### config.mk
export PLATFORM = sky130hd
export DESIGN_NAME = can_bit_timing
export DESIGN_NICKNAME = d
export VERILOG_FILES = /design/src/rtl/can_pkg.sv /design/src/rtl/can_tq_prescaler.sv /design/src/rtl/can_bit_timing.sv
export SDC_FILE = /design/constraint.sdc
export NUM_CORES = 1
export LEC_CHECK = 0
export CORE_MARGIN = 2
export CORE_UTILIZATION = 35
export DETAILED_ROUTE_END_ITERATION = 10
export GPL_ROUTABILITY_DRIVEN = 0
export PLACE_DENSITY = 0.56
export SYNTH_ARGS = -nofsm -noshare
export SYNTH_HDL_FRONTEND = slang
export SYNTH_HIERARCHICAL = 1
export SYNTH_SLANG_ARGS = --single-unit
### constraint.sdc
create_clock -name clk -period 7.12 [get_ports clk]
set_clock_uncertainty 0.05 [all_clocks]
set_input_delay 1.424 -clock clk [delete_from_list [all_inputs] [get_ports clk]]
set_output_delay 1.424 -clock clk [all_outputs]
set_load 0.02 [all_outputs]
### src/rtl/can_pkg.sv
// rtl/can_pkg.sv - shared types, register map and reset defaults for the CAN bit-timing unit
package can_pkg;

    typedef enum logic [1:0] {
        SEG_SYNC = 2'd0,
        SEG_1    = 2'd1,
        SEG_2    = 2'd2
    } seg_state_e;

    localparam logic [3:0] ADDR_BRP    = 4'h0;
    localparam logic [3:0] ADDR_SEG    = 4'h1;
    localparam logic [3:0] ADDR_CTRL   = 4'h2;
    localparam logic [3:0] ADDR_STATUS = 4'h3;

    localparam int CAN_DEF_BRP   = 7;
    localparam int CAN_DEF_TSEG1 = 12;
    localparam int CAN_DEF_TSEG2 = 1;
    localparam int CAN_DEF_SJW   = 1;

    function automatic logic [5:0] min6(input logic [5:0] a, input logic [5:0] b);
        return (a < b) ? a : b;
    endfunction

endpackage

### src/rtl/can_tq_prescaler.sv
// rtl/can_tq_prescaler.sv - time-quantum prescaler, one tq_tick every brp+1 clocks
module can_tq_prescaler #(
    parameter int W = 8
) (
    input  logic         clk,
    input  logic         rst,
    input  logic         en,
    input  logic         clear,
    input  logic [W-1:0] brp,
    output logic         tq_tick
);

    logic [W-1:0] cnt;

    assign tq_tick = en & ~clear & (cnt == brp);

    always_ff @(posedge clk) begin
        if (rst || clear || !en) begin
            cnt <= '0;
        end else if (tq_tick) begin
            cnt <= '0;
        end else begin
            cnt <= cnt + 1'b1;
        end
    end

endmodule

### src/rtl/can_bit_timing.sv
// rtl/can_bit_timing.sv - programmable CAN bit timing: tq generation, SYNC/SEG1/SEG2 sequencing, hard sync and resync
module can_bit_timing
    import can_pkg::*;
#(
    parameter int BRP_W     = 8,
    parameter int DEF_BRP   = CAN_DEF_BRP,
    parameter int DEF_TSEG1 = CAN_DEF_TSEG1,
    parameter int DEF_TSEG2 = CAN_DEF_TSEG2,
    parameter int DEF_SJW   = CAN_DEF_SJW
) (
    input  logic       clk,
    input  logic       rst,
    input  logic       data_write,
    input  logic [3:0] address,
    input  logic [7:0] data_in,
    output logic [7:0] data_out,
    input  logic       rx_in,
    input  logic       tx_bit,
    input  logic       hard_sync_en,
    input  logic       resync_en,
    output logic       tq_tick,
    output logic       sample_tick,
    output logic       sampled_bit,
    output logic       tx_point,
    output logic       can_tx
);

    logic [BRP_W-1:0] brp_q, brp_n, sh_brp;
    logic [3:0]       tseg1_q, tseg1_n, sh_tseg1;
    logic [2:0]       tseg2_q, tseg2_n, sh_tseg2;
    logic [1:0]       sjw_q, sjw_n, sh_sjw;
    logic             en_q, en_n;

    seg_state_e state_q, state_d;
    logic [4:0] k_q, k_d;
    logic [2:0] ext_q, ext_d, shr_q, shr_d;
    logic       rs_done_q, rs_done_d;
    logic       prev_rx, sbit_q, ctx_q, hsync_q;
    logic       fall_edge, hs, enter_sync;
    logic [5:0] k6, sjw1, ext_v, shr_v;

    // Register values as they will be after this clock; shadows load from here
    // so a write coinciding with SYNC entry lands in the new bit.
    always_comb begin
        brp_n   = brp_q;
        tseg1_n = tseg1_q;
        tseg2_n = tseg2_q;
        sjw_n   = sjw_q;
        en_n    = en_q;
        if (data_write) begin
            case (address)
                ADDR_BRP:  brp_n = BRP_W'(data_in);
                ADDR_SEG: begin
                    tseg1_n = data_in[3:0];
                    tseg2_n = data_in[6:4];
                end
                ADDR_CTRL: begin
                    sjw_n = data_in[1:0];
                    en_n  = data_in[7];
                end
                default: ;
            endcase
        end
    end

    always_comb begin
        case (address)
            ADDR_BRP:    data_out = 8'(brp_q);
            ADDR_SEG:    data_out = {1'b0, tseg2_q, tseg1_q};
            ADDR_CTRL:   data_out = {en_q, 5'b0, sjw_q};
            ADDR_STATUS: data_out = {4'b0, state_q, hsync_q, sbit_q};
            default:     data_out = 8'h00;
        endcase
    end

    can_tq_prescaler #(.W(BRP_W)) u_prescaler (
        .clk     (clk),
        .rst     (rst),
        .en      (en_q),
        .clear   (~en_q),
        .brp     (sh_brp),
        .tq_tick (tq_tick)
    );

    assign fall_edge   = prev_rx & ~rx_in;
    assign k6          = {1'b0, k_q};
    assign sjw1        = {4'b0, sh_sjw} + 6'd1;
    assign sampled_bit = sbit_q;
    assign can_tx      = ctx_q | ~en_q;

    always_comb begin
        state_d     = state_q;
        k_d         = k_q;
        ext_d       = ext_q;
        shr_d       = shr_q;
        rs_done_d   = rs_done_q;
        ext_v       = {3'b0, ext_q};
        shr_v       = {3'b0, shr_q};
        hs          = 1'b0;
        sample_tick = 1'b0;
        tx_point    = 1'b0;
        enter_sync  = 1'b0;
        if (tq_tick) begin
            if (hard_sync_en && fall_edge) begin
                hs      = 1'b1;
                state_d = SEG_1;
                k_d     = '0;
                ext_d   = '0;
                shr_d   = '0;
            end else begin
                case (state_q)
                    SEG_SYNC: begin
                        state_d = SEG_1;
                        k_d     = '0;
                    end
                    SEG_1: begin
                        if (resync_en && fall_edge && !rs_done_q) begin
                            ext_v     = min6(k6 + 6'd1, sjw1);
                            rs_done_d = 1'b1;
                        end
                        ext_d = ext_v[2:0];
                        if (k6 >= {2'b0, sh_tseg1} + ext_v) begin
                            sample_tick = 1'b1;
                            rs_done_d   = 1'b0;
                            state_d     = SEG_2;
                            k_d         = '0;
                        end else begin
                            k_d = k_q + 5'd1;
                        end
                    end
                    SEG_2: begin
                        // Phase error is the number of SEG2 quanta still to run, this one included.
                        if (resync_en && fall_edge && !rs_done_q) begin
                            shr_v     = min6({3'b0, sh_tseg2} + 6'd1 - k6, sjw1);
                            rs_done_d = 1'b1;
                        end
                        shr_d = shr_v[2:0];
                        if (k6 + 6'd1 >= {3'b0, sh_tseg2} + 6'd1 - shr_v) begin
                            enter_sync = 1'b1;
                            tx_point   = 1'b1;
                            state_d    = SEG_SYNC;
                            k_d        = '0;
                            ext_d      = '0;
                            shr_d      = '0;
                        end else begin
                            k_d = k_q + 5'd1;
                        end
                    end
                    default: begin
                        state_d = SEG_SYNC;
                        k_d     = '0;
                    end
                endcase
            end
        end
    end

    always_ff @(posedge clk) begin
        if (rst) begin
            brp_q     <= BRP_W'(DEF_BRP);
            tseg1_q   <= 4'(DEF_TSEG1);
            tseg2_q   <= 3'(DEF_TSEG2);
            sjw_q     <= 2'(DEF_SJW);
            en_q      <= 1'b0;
            sh_brp    <= BRP_W'(DEF_BRP);
            sh_tseg1  <= 4'(DEF_TSEG1);
            sh_tseg2  <= 3'(DEF_TSEG2);
            sh_sjw    <= 2'(DEF_SJW);
            state_q   <= SEG_SYNC;
            k_q       <= '0;
            ext_q     <= '0;
            shr_q     <= '0;
            rs_done_q <= 1'b0;
            prev_rx   <= 1'b1;
            sbit_q    <= 1'b1;
            ctx_q     <= 1'b1;
            hsync_q   <= 1'b0;
        end else begin
            brp_q   <= brp_n;
            tseg1_q <= tseg1_n;
            tseg2_q <= tseg2_n;
            sjw_q   <= sjw_n;
            en_q    <= en_n;
            if (hs) begin
                hsync_q <= 1'b1;
            end else if (data_write && address == ADDR_STATUS) begin
                hsync_q <= 1'b0;
            end
            if (!en_q) begin
                state_q   <= SEG_SYNC;
                k_q       <= '0;
                ext_q     <= '0;
                shr_q     <= '0;
                rs_done_q <= 1'b0;
                ctx_q     <= 1'b1;
                sh_brp    <= brp_n;
                sh_tseg1  <= tseg1_n;
                sh_tseg2  <= tseg2_n;
                sh_sjw    <= sjw_n;
            end else begin
                state_q   <= state_d;
                k_q       <= k_d;
                ext_q     <= ext_d;
                shr_q     <= shr_d;
                rs_done_q <= rs_done_d;
                if (tq_tick) begin
                    prev_rx <= rx_in;
                end
                if (sample_tick) begin
                    sbit_q <= rx_in;
                end
                if (enter_sync) begin
                    ctx_q    <= tx_bit;
                    sh_brp   <= brp_n;
                    sh_tseg1 <= tseg1_n;
                    sh_tseg2 <= tseg2_n;
                    sh_sjw   <= sjw_n;
                end
            end
        end
    end

endmodule

; ---- Word-level counts from Yosys, hierarchy flattened
; Cells that the tools add are included.
[classes]
addsub = 8
muxes = 56
bitwise = 6
n_eq_ne = 9
n_lt_le_gt_ge = 4
reduce_logical = 23
[ops]
columns = op, n
row1 = two-way mux 6 bit, 10
row2 = two-way mux 8 bit, 4
row3 = case mux 8 bit (4 select lines), 1
row4 = two-way mux 3 bit, 9
row5 = two-way mux 4 bit, 4
row6 = two-way mux 5 bit, 3
row7 = two-way mux 1 bit, 14
row8 = two-way mux 2 bit, 7
row9 = < comparator 6 x 3 -> 1 bit, 2
row10 = case mux 5 bit (2 select lines), 1
row11 = AND reduction 3 bit, 3
row12 = "adder 8 x 1 -> 8 bit, second input constant", 1
row13 = "equality test 4 x 2 -> 1 bit, second input constant", 2
row14 = equality test 8 bit, 1
row15 = AND reduction 2 bit, 4
row16 = adder 4 x 6 -> 6 bit, 1
row17 = "adder 5 x 1 -> 6 bit, second input constant", 1
row18 = >= comparator 5 x 6 -> 1 bit, 1
row19 = >= comparator 6 bit, 1
row20 = "inequality test 3 bit, second input constant", 2
row21 = case mux 2 bit (3 select lines), 1
row22 = case mux 3 bit (2 select lines), 1
row23 = nonzero test 2 bit, 3
row24 = subtractor 4 x 6 -> 6 bit, 1
row25 = 19 further kinds, 28
[word_totals]
input_bits = 19
reg_bits = 61
out_inout_bits = 13
wordCells = 125

; ---- Logic depth before layout (Yosys ltp)
; Gate-level depths: netlist (run 1).
[depth]
ltp_word = 16
mapped_depth = 22
ltp_nobuf = 21

; ---- Cells and area by module
; Netlist (run 1), hierarchy kept.
[by_module_without_submodules]
columns = module, area_per_inst_um2, seq_area_each_um2, n_inst, cells_each
row1 = can_bit_timing, 3498.4, 1061.0, 1, 382
row2 = can_tq_prescaler, 444.2, 160.2, 1, 46

; ---- Worst setup path before layout (run 1)
; No wires, ideal clock.
[synth_path]
path_type = register to output
startpoint = register sh_tseg2[0]
endpoint = output tx_point
t_arrival_ns = 4.545
t_required_ns = 5.646
slack_ns = 1.101
path_stages_with_launch = 19
cell_sequence = dfxtp_1 -> ha_1 -> fa_1 -> xor2_1 -> ha_1 -> o21ai_0 -> nor2_1 -> nor4_2 -> a21boi_0 -> o31ai_1 -> ha_1 -> inv_1 -> fa_1 -> a21o_1 -> a21o_1 -> ha_1 -> a21o_1 -> a221oi_1 -> nor2_1
[synth_between]
elab_chain_len = 14
[synth_lines]
columns = element, line_no
row1 = start: declaration, can_bit_timing.sv:30  ; logic [2:0] tseg2_q, tseg2_n, sh_tseg2;
row2 = start signal: assignment, can_bit_timing.sv:167  ; sh_tseg2 <= 3'(DEF_TSEG2);
row3 = start signal: assignment, can_bit_timing.sv:198  ; sh_tseg2 <= tseg2_n;
row4 = start signal: assignment, can_bit_timing.sv:216  ; sh_tseg2 <= tseg2_n;
row5 = adder 3 x 1 -> 4 bit (*), "can_bit_timing.sv:134, can_bit_timing.sv:138"
row6 = subtractor 6 x 5 -> 6 bit, can_bit_timing.sv:134  ; shr_v = min6({3'b0, sh_tseg2} + 6'd1 - k6, sjw1);
row7 = < comparator 6 x 3 -> 1 bit, can_pkg.sv:21  ; return (a < b) ? a : b;
row8 = two-way mux 6 bit, can_pkg.sv:21
row9 = two-way mux 6 bit, can_bit_timing.sv:133  ; if (resync_en && fall_edge && !rs_done_q) begin
row10 = two-way mux 6 bit, can_bit_timing.sv:111  ; case (state_q)
row11 = two-way mux 6 bit, can_bit_timing.sv:104  ; if (hard_sync_en && fall_edge) begin
row12 = two-way mux 6 bit, can_bit_timing.sv:103  ; if (tq_tick) begin
row13 = subtractor 4 x 6 -> 6 bit (*), can_bit_timing.sv:138  ; if (k6 + 6'd1 >= {3'b0, sh_tseg2} + 6'd1 - shr_v) begin
row14 = >= comparator 6 bit (*), can_bit_timing.sv:138
row15 = two-way mux 1 bit (*), can_bit_timing.sv:138
row16 = two-way mux 1 bit (*), can_bit_timing.sv:111
row17 = two-way mux 1 bit (*), can_bit_timing.sv:104
row18 = two-way mux 1 bit (*), can_bit_timing.sv:103
row19 = end: declaration, can_bit_timing.sv:24  ; output logic tx_point,
; Every way passes the cells marked *; elsewhere a longest branch is shown, timed or not. The select of a mux whose other input is x is not followed.

; ---- Worst setup path after layout (run 1)
; Same ends and word-level chain as after synthesis.

==> summary.md, run 1 <==
| Metric | Value |
|---|---|
| Post-synthesis async set-or-reset flop share | `0%` |
| First-pass GRT wire length | `16.2 mm` |
| CTS Sinks | `61` |
| Crit path cell chain | `ha_1, fa_1, xor2_1, ha_1, o21ai_0, nor2_1, nor4_4, a21boi_1, o31ai_1, ha_1, inv_1, fa_1, a21o_1, a21o_1, ha_1, a21o_1, a221oi_1, buf_4, nor2_1, dlymetal6s2s_1` |
| Slew headroom | `28.5%` |
| CP peak stage delay | `0.46 ns` |
| Critical Path End Type | `output pin` |
| Hpwl dp | `7.61 mm` |
| Routed wire length | `10.0 mm` |
| Iter 0 DRT Violations | `143` |
| Yosys cell types | `67` |
| CTS tree | `done` |
| Avg WL per Cell | `16.5 um` |
| CP Launch Type | `register` |
| Synth cell count leaders | `61 x dfxtp_1, 34 x ha_1, 33 x nor2_1` |
| Crit-path most repeated cell | `ha_1` |
| Tcrit/Tclk final | `96.0%` |
| Diode count | `0` |
| Buffers on Ports | `31` |
| VDD IR max | `107 uV` |
| Final-report max-slew violation count | `0` |
| Clock Pin Slew Worst Setup and Hold Paths | `0.05 ns` |
| Critical path startpoint | `sh_tseg2[0]` |
| Cell Pwr Density | `182 nW/um^2` |
| Yosys top cell area share | `31.0%` |
| Layout cells sized above 1 | `12.2%` |
| Endpoints failing setup | `0` |
| Worst r2r src | `sh_tseg2[0]` |
| TNS Setup | `0 ns` |
| Setup CP Type | `register to output pin` |
| Ys flop type | `dfxtp_1` |
| Fin cells | `606` |
| Yosys reg bits | `61` |
| Die ar. | `12100 sq um` |
| # IOs | `32` |
| Synth warn | `6` |
| # rows | `38` |
| Vias per cell | `5.24` |
| Fmax | `0.146 GHz` |
| Tmin final | `6.83 ns` |
| Detail Route Antenna Nets | `0` |
| Pin count of the biggest net entering global routing | `34` |
| Top post-synthesis cells by area | `dfxtp_1 31%, ha_1 11%, mux2i_1 6.9%` |
| Initial antenna violation count | `0` |
| Status | `completed` |
| GR Overflow Total | `0` |
| Leakage | `1.96 nW` |
| First-pass DRT Iterations | `6` |
| Most frequent cell after synthesis | `dfxtp_1` |
| Syn_area_per_cell | `9.21 sq um` |
| Synth Instances | `428` |
| Routed via count | `3174` |
| Die H | `110 um` |
| Slowest CP cell | `fa_1` |
| Worst EP arrival | `5.36 ns` |
| CTS H-tree lvls | `3` |
| Worst min path class | `register to register` |
| CTS Hold Bufs | `0` |
| Finished Core Util | `43.3%` |
| Max clock buf depth | `2` |
| Worst R2R Setup Slack | `1.41 ns` |
| Unrepaired setup endpoints after global routing | `no` |
| Die Width | `110 um` |
| EDFF count, synth | `0` |
| Critical path data required time | `5.65 ns` |
| Post-synthesis sequential area ratio | `31.0%` |
| Vias in the first global route | `3103` |
| Total GRT Usage | `17.8%` |
| Worst reg2reg path depth | `21` |
| Core outline area | `10900 sq um` |
| Final Hold Violating Endpoints | `0` |
| Hold EP | `shr_q[0]` |
| Synth-to-layout area growth | `20.2%` |
| CTS root buffer | `clkbuf_16` |
| Total of max-cap violations | `0` |
| Worst hold start | `shr_q[0]` |
| Net Count, Synth | `484` |
| Worst slew pin tran | `1.07 ns` |
| Yosys top cell by area | `dfxtp_1` |
| Clock latency on the worst-skew pair | `0.33 ns` |
| CTS Buf Count | `9` |
| Synthesized area | `3940 sq um` |
| CP max FO | `8` |
| Hold path depth | `2` |
| Fillers | `1089` |
| Nets | `518` |
| Inst Count DP | `591` |
| DRC errors left | `0` |
| Worst flop-to-flop path endpoint | `state_q[0]` |
| Initial core utilization | `36.1%` |
worst max-delay path by stage:
| stage | end | slack [ns] | cells past startpoint |
|---|---|---|---|
| final | tx_point | 0.29 | 20 |
| after global routing | tx_point | 0.03 | 19 |
| after CTS | tx_point | 0.03 | 19 |
| after detailed placement | tx_point | 0.24 | 20 |
| after global placement | tx_point | 0.36 | 19 |
| after floorplan | tx_point | 1.10 | 18 |
power breakdown:
group	switching, W	internal [W]
clock	0.000158	0.000287
combinational	0.0000391	0.0000347
sequential	0.00000180	0.000344
cells in the final DEF, fill, tap and decap left out, types with 10 or more instances in the layout:
master / Yosys / routed
mux2i_1: 27 / 27
nand2_1: 23 / 23
a21oi_1: 15 / 15
clkdlybuf4s50_1: 0 / 30
nor2_1: 33 / 33
nor2b_1: 14 / 14
dfxtp_1: 61 / 61
xor2_1: 10 / 10
nand3_1: 13 / 13
a21o_1: 11 / 11
ha_1: 34 / 34
inv_1: 24 / 24
flip-flops by register name, summed over array words and instances (netlist names), 2 cells and up:
| register | cells |
|---|---|
| tseg2_q | 3 |
| state_q | 2 |
| sh_tseg1 | 4 |
| sh_tseg2 | 3 |
| brp_q | 8 |
| tseg1_q | 4 |
| k_q | 5 |
| sh_brp | 8 |
| sjw_q | 2 |
| shr_q | 3 |
| u_prescaler/cnt | 8 |
| ext_q | 3 |
| sh_sjw | 2 |
cell families after synthesis:
group           Yosys count  synth area share (%)
other cells               2                 0.190
xor+xnor                 21                  5.05
mux                      48                  13.7
flops                    61                  31.0
simple gates            142                  19.8
buf+inv                  40                  4.06
compound gates           77                  13.9
fa+ha+maj                37                  12.3
layout make-up:
cell class              count  area [sq um]  area share [%]
multi-input cells         327          2580            54.5
clock buffers              11           253            5.33
repair buffers             38           365            7.71
inverters                  25          93.8            1.98
clock inverters             4          47.5            1.00
flip-flops and latches     61          1220            25.8
well taps                 140           175            3.70
critical path, delay by kind of cell, from the launching register on:
family	cells	cell delay (ns)
buffers and inverters	3	0.45
flip-flops	1	0.35
adder cells (fa/ha/maj)	6	2.00
AND/OR/NAND/NOR	3	0.56
AO/OA/AOI/OAI	7	1.43
XOR/XNOR	1	0.23
metrics by stage:
stage,hold slack [ns],setup WS [ns],total power (W),instance area [sq um]
finish,0.438,0.286,0.000864,4740
CTS,0.439,0.0259,0.000872,4730
global placement,0.419,0.356,0.000424,4420
floorplan,0.401,1.10,0.000398,3940
global route,0.462,0.0280,0.000897,4740
detailed placement,0.431,0.239,0.000425,4420
timing repair:
action                     in CTS  in global routing
setup endpoints to repair       1                  1
gates cloned                    0                  0
pin swaps                       0                  1
resized for setup               1                  4
hold endpoints to repair        0                  0
buffers inserted                0                  0
metal layers:
layer / part of all wire (%) / wire length, um / GRT usage (%) / up-vias
met2: 44 / 4380 / 27.2 / 51
li1: - / - / - / 1582
met1: 52 / 5170 / 25.3 / 1529
met5: 0 / 0 / 0 / -
met4: 1.7 / 167 / 6.52 / 0
met3: 3.0 / 304 / 2.82 / 12
(Power assumes the default switching activity.)
==> run 2, diff against run 1 <==
--- a/config.mk
+++ b/config.mk
@@ -7,8 +7,10 @@
 export LEC_CHECK = 0
 export CORE_MARGIN = 2
 export CORE_UTILIZATION = 35
+export CTS_BUF_LIST = sky130_fd_sc_hd__clkbuf_4 sky130_fd_sc_hd__clkbuf_8 sky130_fd_sc_hd__clkbuf_16
 export DETAILED_ROUTE_END_ITERATION = 10
 export GPL_ROUTABILITY_DRIVEN = 0
+export GPL_TIMING_DRIVEN = 0
 export PLACE_DENSITY = 0.56
 export SYNTH_ARGS = -nofsm -noshare
 export SYNTH_HDL_FRONTEND = slang
==> run 2 against run 1 <==
Net effect:
- combinational power is 2.8% higher
- maximum frequency is 0.57% higher
- first-iteration DRC count is 9.1% higher
- sequential power hardly changed
- via count is 1.8% higher
- cell count is 1.5% higher
- sequential share of layout area is 0.16 points lower
- die area stayed put
- critical endpoint unchanged
- register-to-register slack worse by 0.14 ns
- cell area is 0.71% higher
- wire length is 0.40% lower
==> summary.md, run 2 (synthesized netlist as in run 1, its figures left out) <==
| Metric | Value |
|---|---|
| Critical path data required time | `5.65 ns (about the same)` |
| Crit path cell chain | `ha_1, fa_1, xor2_1, ha_1, o21ai_0, nor2_1, nor4_4, a21boi_1, o31ai_2, ha_1, inv_1, fa_1, a21o_1, a21o_1, ha_1, a21o_1, a221oi_4, nor2_1, dlygate4sd2_1` |
| CP peak stage delay | `0.45 ns (about the same)` |
| Final-report max-slew violation count | `0 (unchanged)` |
| CP max FO | `6 (-2)` |
| Routed via count | `3230 (+1.8%)` |
| Clock latency on the worst-skew pair | `0.33 ns (about the same)` |
| Endpoints failing setup | `0 (unchanged)` |
| Routed wire length | `9.98 mm (-0.40%)` |
| Clock Pin Slew Worst Setup and Hold Paths | `0.06 ns (about the same)` |
| Synth-to-layout area growth | `21.1%` |
| Avg WL per Cell | `16.2 um (-1.9%)` |
| Diode count | `0 (unchanged)` |
| Cell Pwr Density | `183 nW/um^2 (+0.33%)` |
| Critical Path End Type | `output pin` |
| Leading cell type in the layout, fill and taps excluded | `dfxtp_1` |
| GR Overflow Total | `0 (unchanged)` |
| Internal power | `0.000669 W (+0.47%)` |
| Hold path depth | `2 (unchanged)` |
| Hpwl dp | `7.74 mm (+1.7%)` |
| CTS H-tree lvls | `3 (unchanged)` |
| Leakage | `1.94 nW (-0.74%)` |
| Most frequent cells in the layout | `60 x dfxtp_1, 34 x ha_1, 33 x nor2_1, 29 x clkdlybuf4s50_1, 27 x mux2i_1` |
| Die Width | `110 um (unchanged)` |
| Tmin final | `6.80 ns (-0.0390 ns)` |
| Critical Path Stages | `19 (-5.0%)` |
| Total GRT Usage | `18.0% (+0.15 points)` |
| Vias in the first global route | `3288 (+6.0%)` |
| Worst EP arrival | `5.32 ns (-0.04 ns)` |
| CP Launch Type | `register` |
| P_sw | `0.000205 W (+3.0%)` |
| CTS Buf Count | `9 (unchanged)` |
| Iter 0 DRT Violations | `156 (+9.1%)` |
| First-pass DRT Iterations | `4 (-2)` |
| Core outline area | `10900 sq um (unchanged)` |
| Pin count of the biggest net entering global routing | `12 (-65%)` |
| # IOs | `32 (unchanged)` |
| GR Util met1 | `23.0% (-2.3 points)` |
| Tcrit/Tclk final | `95.4% (-0.55 points)` |
| Slowest CP cell | `fa_1` |
| CTS root buffer | `clkbuf_16` |
| DRC errors left | `0 (unchanged)` |
| Status | `completed` |
| VDD IR max | `125 uV (+16%)` |
| Max clock buf depth | `2 (unchanged)` |
| Nets | `526 (+1.5%)` |
| Sequential Power Share | `39.6% (-0.4 points)` |
| CTS Sinks | `61 (unchanged)` |
| Detail Route Antenna Nets | `0 (unchanged)` |
| Biggest regs | `brp_q: 8 flops, sh_brp: 8 flops, u_prescaler/cnt: 8 flops` |
| Inst Count DP | `598 (+1.2%)` |
| Total of max-cap violations | `0 (unchanged)` |
| Worst min path class | `register to register` |
| Setup CP Type | `register to output pin` |
| Buffers on Ports | `30 (-3.2%)` |
| Initial antenna violation count | `0 (unchanged)` |
| Worst slew pin tran | `0.921 ns (-0.145 ns)` |
| Grt met3 use | `4.94% (+2.1 points)` |
| # rows | `38 (unchanged)` |
| Layout cells sized above 1 | `11.8% (-0.44 points)` |
| Fin cells | `615 (+1.5%)` |
| Clock share of power | `51.7% (+0.3 points)` |
| GR peak layer | `met2` |
| First-pass GRT wire length | `16.4 mm (+1.5%)` |
| M2 GR Usage | `28.8% (+1.6 points)` |
| Comb pwr share | `8.7% (+0.2 points)` |
| Initial core utilization | `36.1% (unchanged)` |
| TNS Setup | `0 ns (unchanged)` |
| Die ar. | `12100 sq um (unchanged)` |
| Final Hold Violating Endpoints | `0 (unchanged)` |
| Crit-path most repeated cell | `ha_1` |
| Vias per cell | `5.25 (+0.28%)` |
| Fmax | `0.147 GHz (+0.57%)` |
| CTS tree | `done` |
| Unrepaired setup endpoints after global routing | `no` |
| Slew headroom | `38.2% (+9.7 points)` |
| WP buf/inv | `2 (-1)` |
| Worst reg2reg path depth | `21 (unchanged)` |
| Die H | `110 um (unchanged)` |
| Switching Fraction | `23.4% (+0.44 points)` |
| Critical path's top delay family | `adder cells` |
-- run 2: final cells by class --
type | count | area (sq um)
Fill cell | 1064 | 6160
Sequential cell | 61 | 1220
Timing Repair Buffer | 31 | 307
Tap cell | 140 | 175
Clock inverter | 5 | 58.8
Multi-Input combinational cell | 327 | 2600
Clock buffer | 11 | 253
Inverter | 25 | 93.8
Buffer | 15 | 66.3
-- run 2: through the flow --
stage               setup WS [ns]  hold slack (ns)  area (sq um)  util [%]  total power [W]
floorplan                    1.10            0.401          3940         -         0.000398
global placement           -0.252            0.420          4420      40.4         0.000424
detailed placement         -0.283            0.430          4420      40.4         0.000425
CTS                        0.0888            0.436          4760      43.6         0.000882
global route              0.00536            0.456          4770      43.6         0.000905
finish                      0.325            0.434          4770      43.6         0.000873
-- run 2: what timing repair did --
item	CTS	global route
setup endpoints to repair	1	1
pin swaps	2	2
gates resized for setup	5	3
setup buffers	1	0
hold buffers	0	0
-- run 2: worst reg2reg max path, stage by stage, from the launching register on --
cell,delay (ns)
dfxtp_1,0.44
ha_1,0.36
fa_1,0.46
xor2_1,0.19
ha_1,0.29
o21ai_0,0.07
nor2_1,0.09
nor4_4,0.29
a21boi_1,0.16
o31ai_2,0.29
ha_1,0.20
inv_1,0.06
fa_1,0.39
a21o_1,0.17
a21o_1,0.17
ha_1,0.29
a21o_1,0.22
a211o_1,0.33
a21oi_1,0.46
clkbuf_1,0.46
o211ai_1,0.17
a21oi_1,0.17
-- run 2: routing by layer --
layer  share of wire, %  routed length (um)
met1                 48                4800
met2                 44                4430
met3                4.8                 480
met4                2.6                 263
met5                  0                   0
-- run 2: path summary, 6_finish.rpt --
path,from,end,slack [ns]
hold reg to reg,shr_q[0],shr_q[0],0.43
hold / removal,shr_q[0],shr_q[0],0.43
setup / recovery,sh_tseg2[0],tx_point,0.32
setup reg to reg,sh_tseg2[0],k_q[0],1.27
-- run 2: power groups by stage --
| stage | registers (W) | logic, W | clock network, W |
|---|---|---|---|
| 6_report | 0.000346 | 0.0000759 | 0.000452 |
| 5_1_grt | 0.000346 | 0.0000835 | 0.000475 |
| 4_1_cts | 0.000346 | 0.0000756 | 0.000460 |
| 3_5_place_dp | 0.000353 | 0.0000718 | 0 |
| 3_3_place_gp | 0.000353 | 0.0000712 | 0 |
| 2_1_floorplan | 0.000353 | 0.0000453 | 0 |
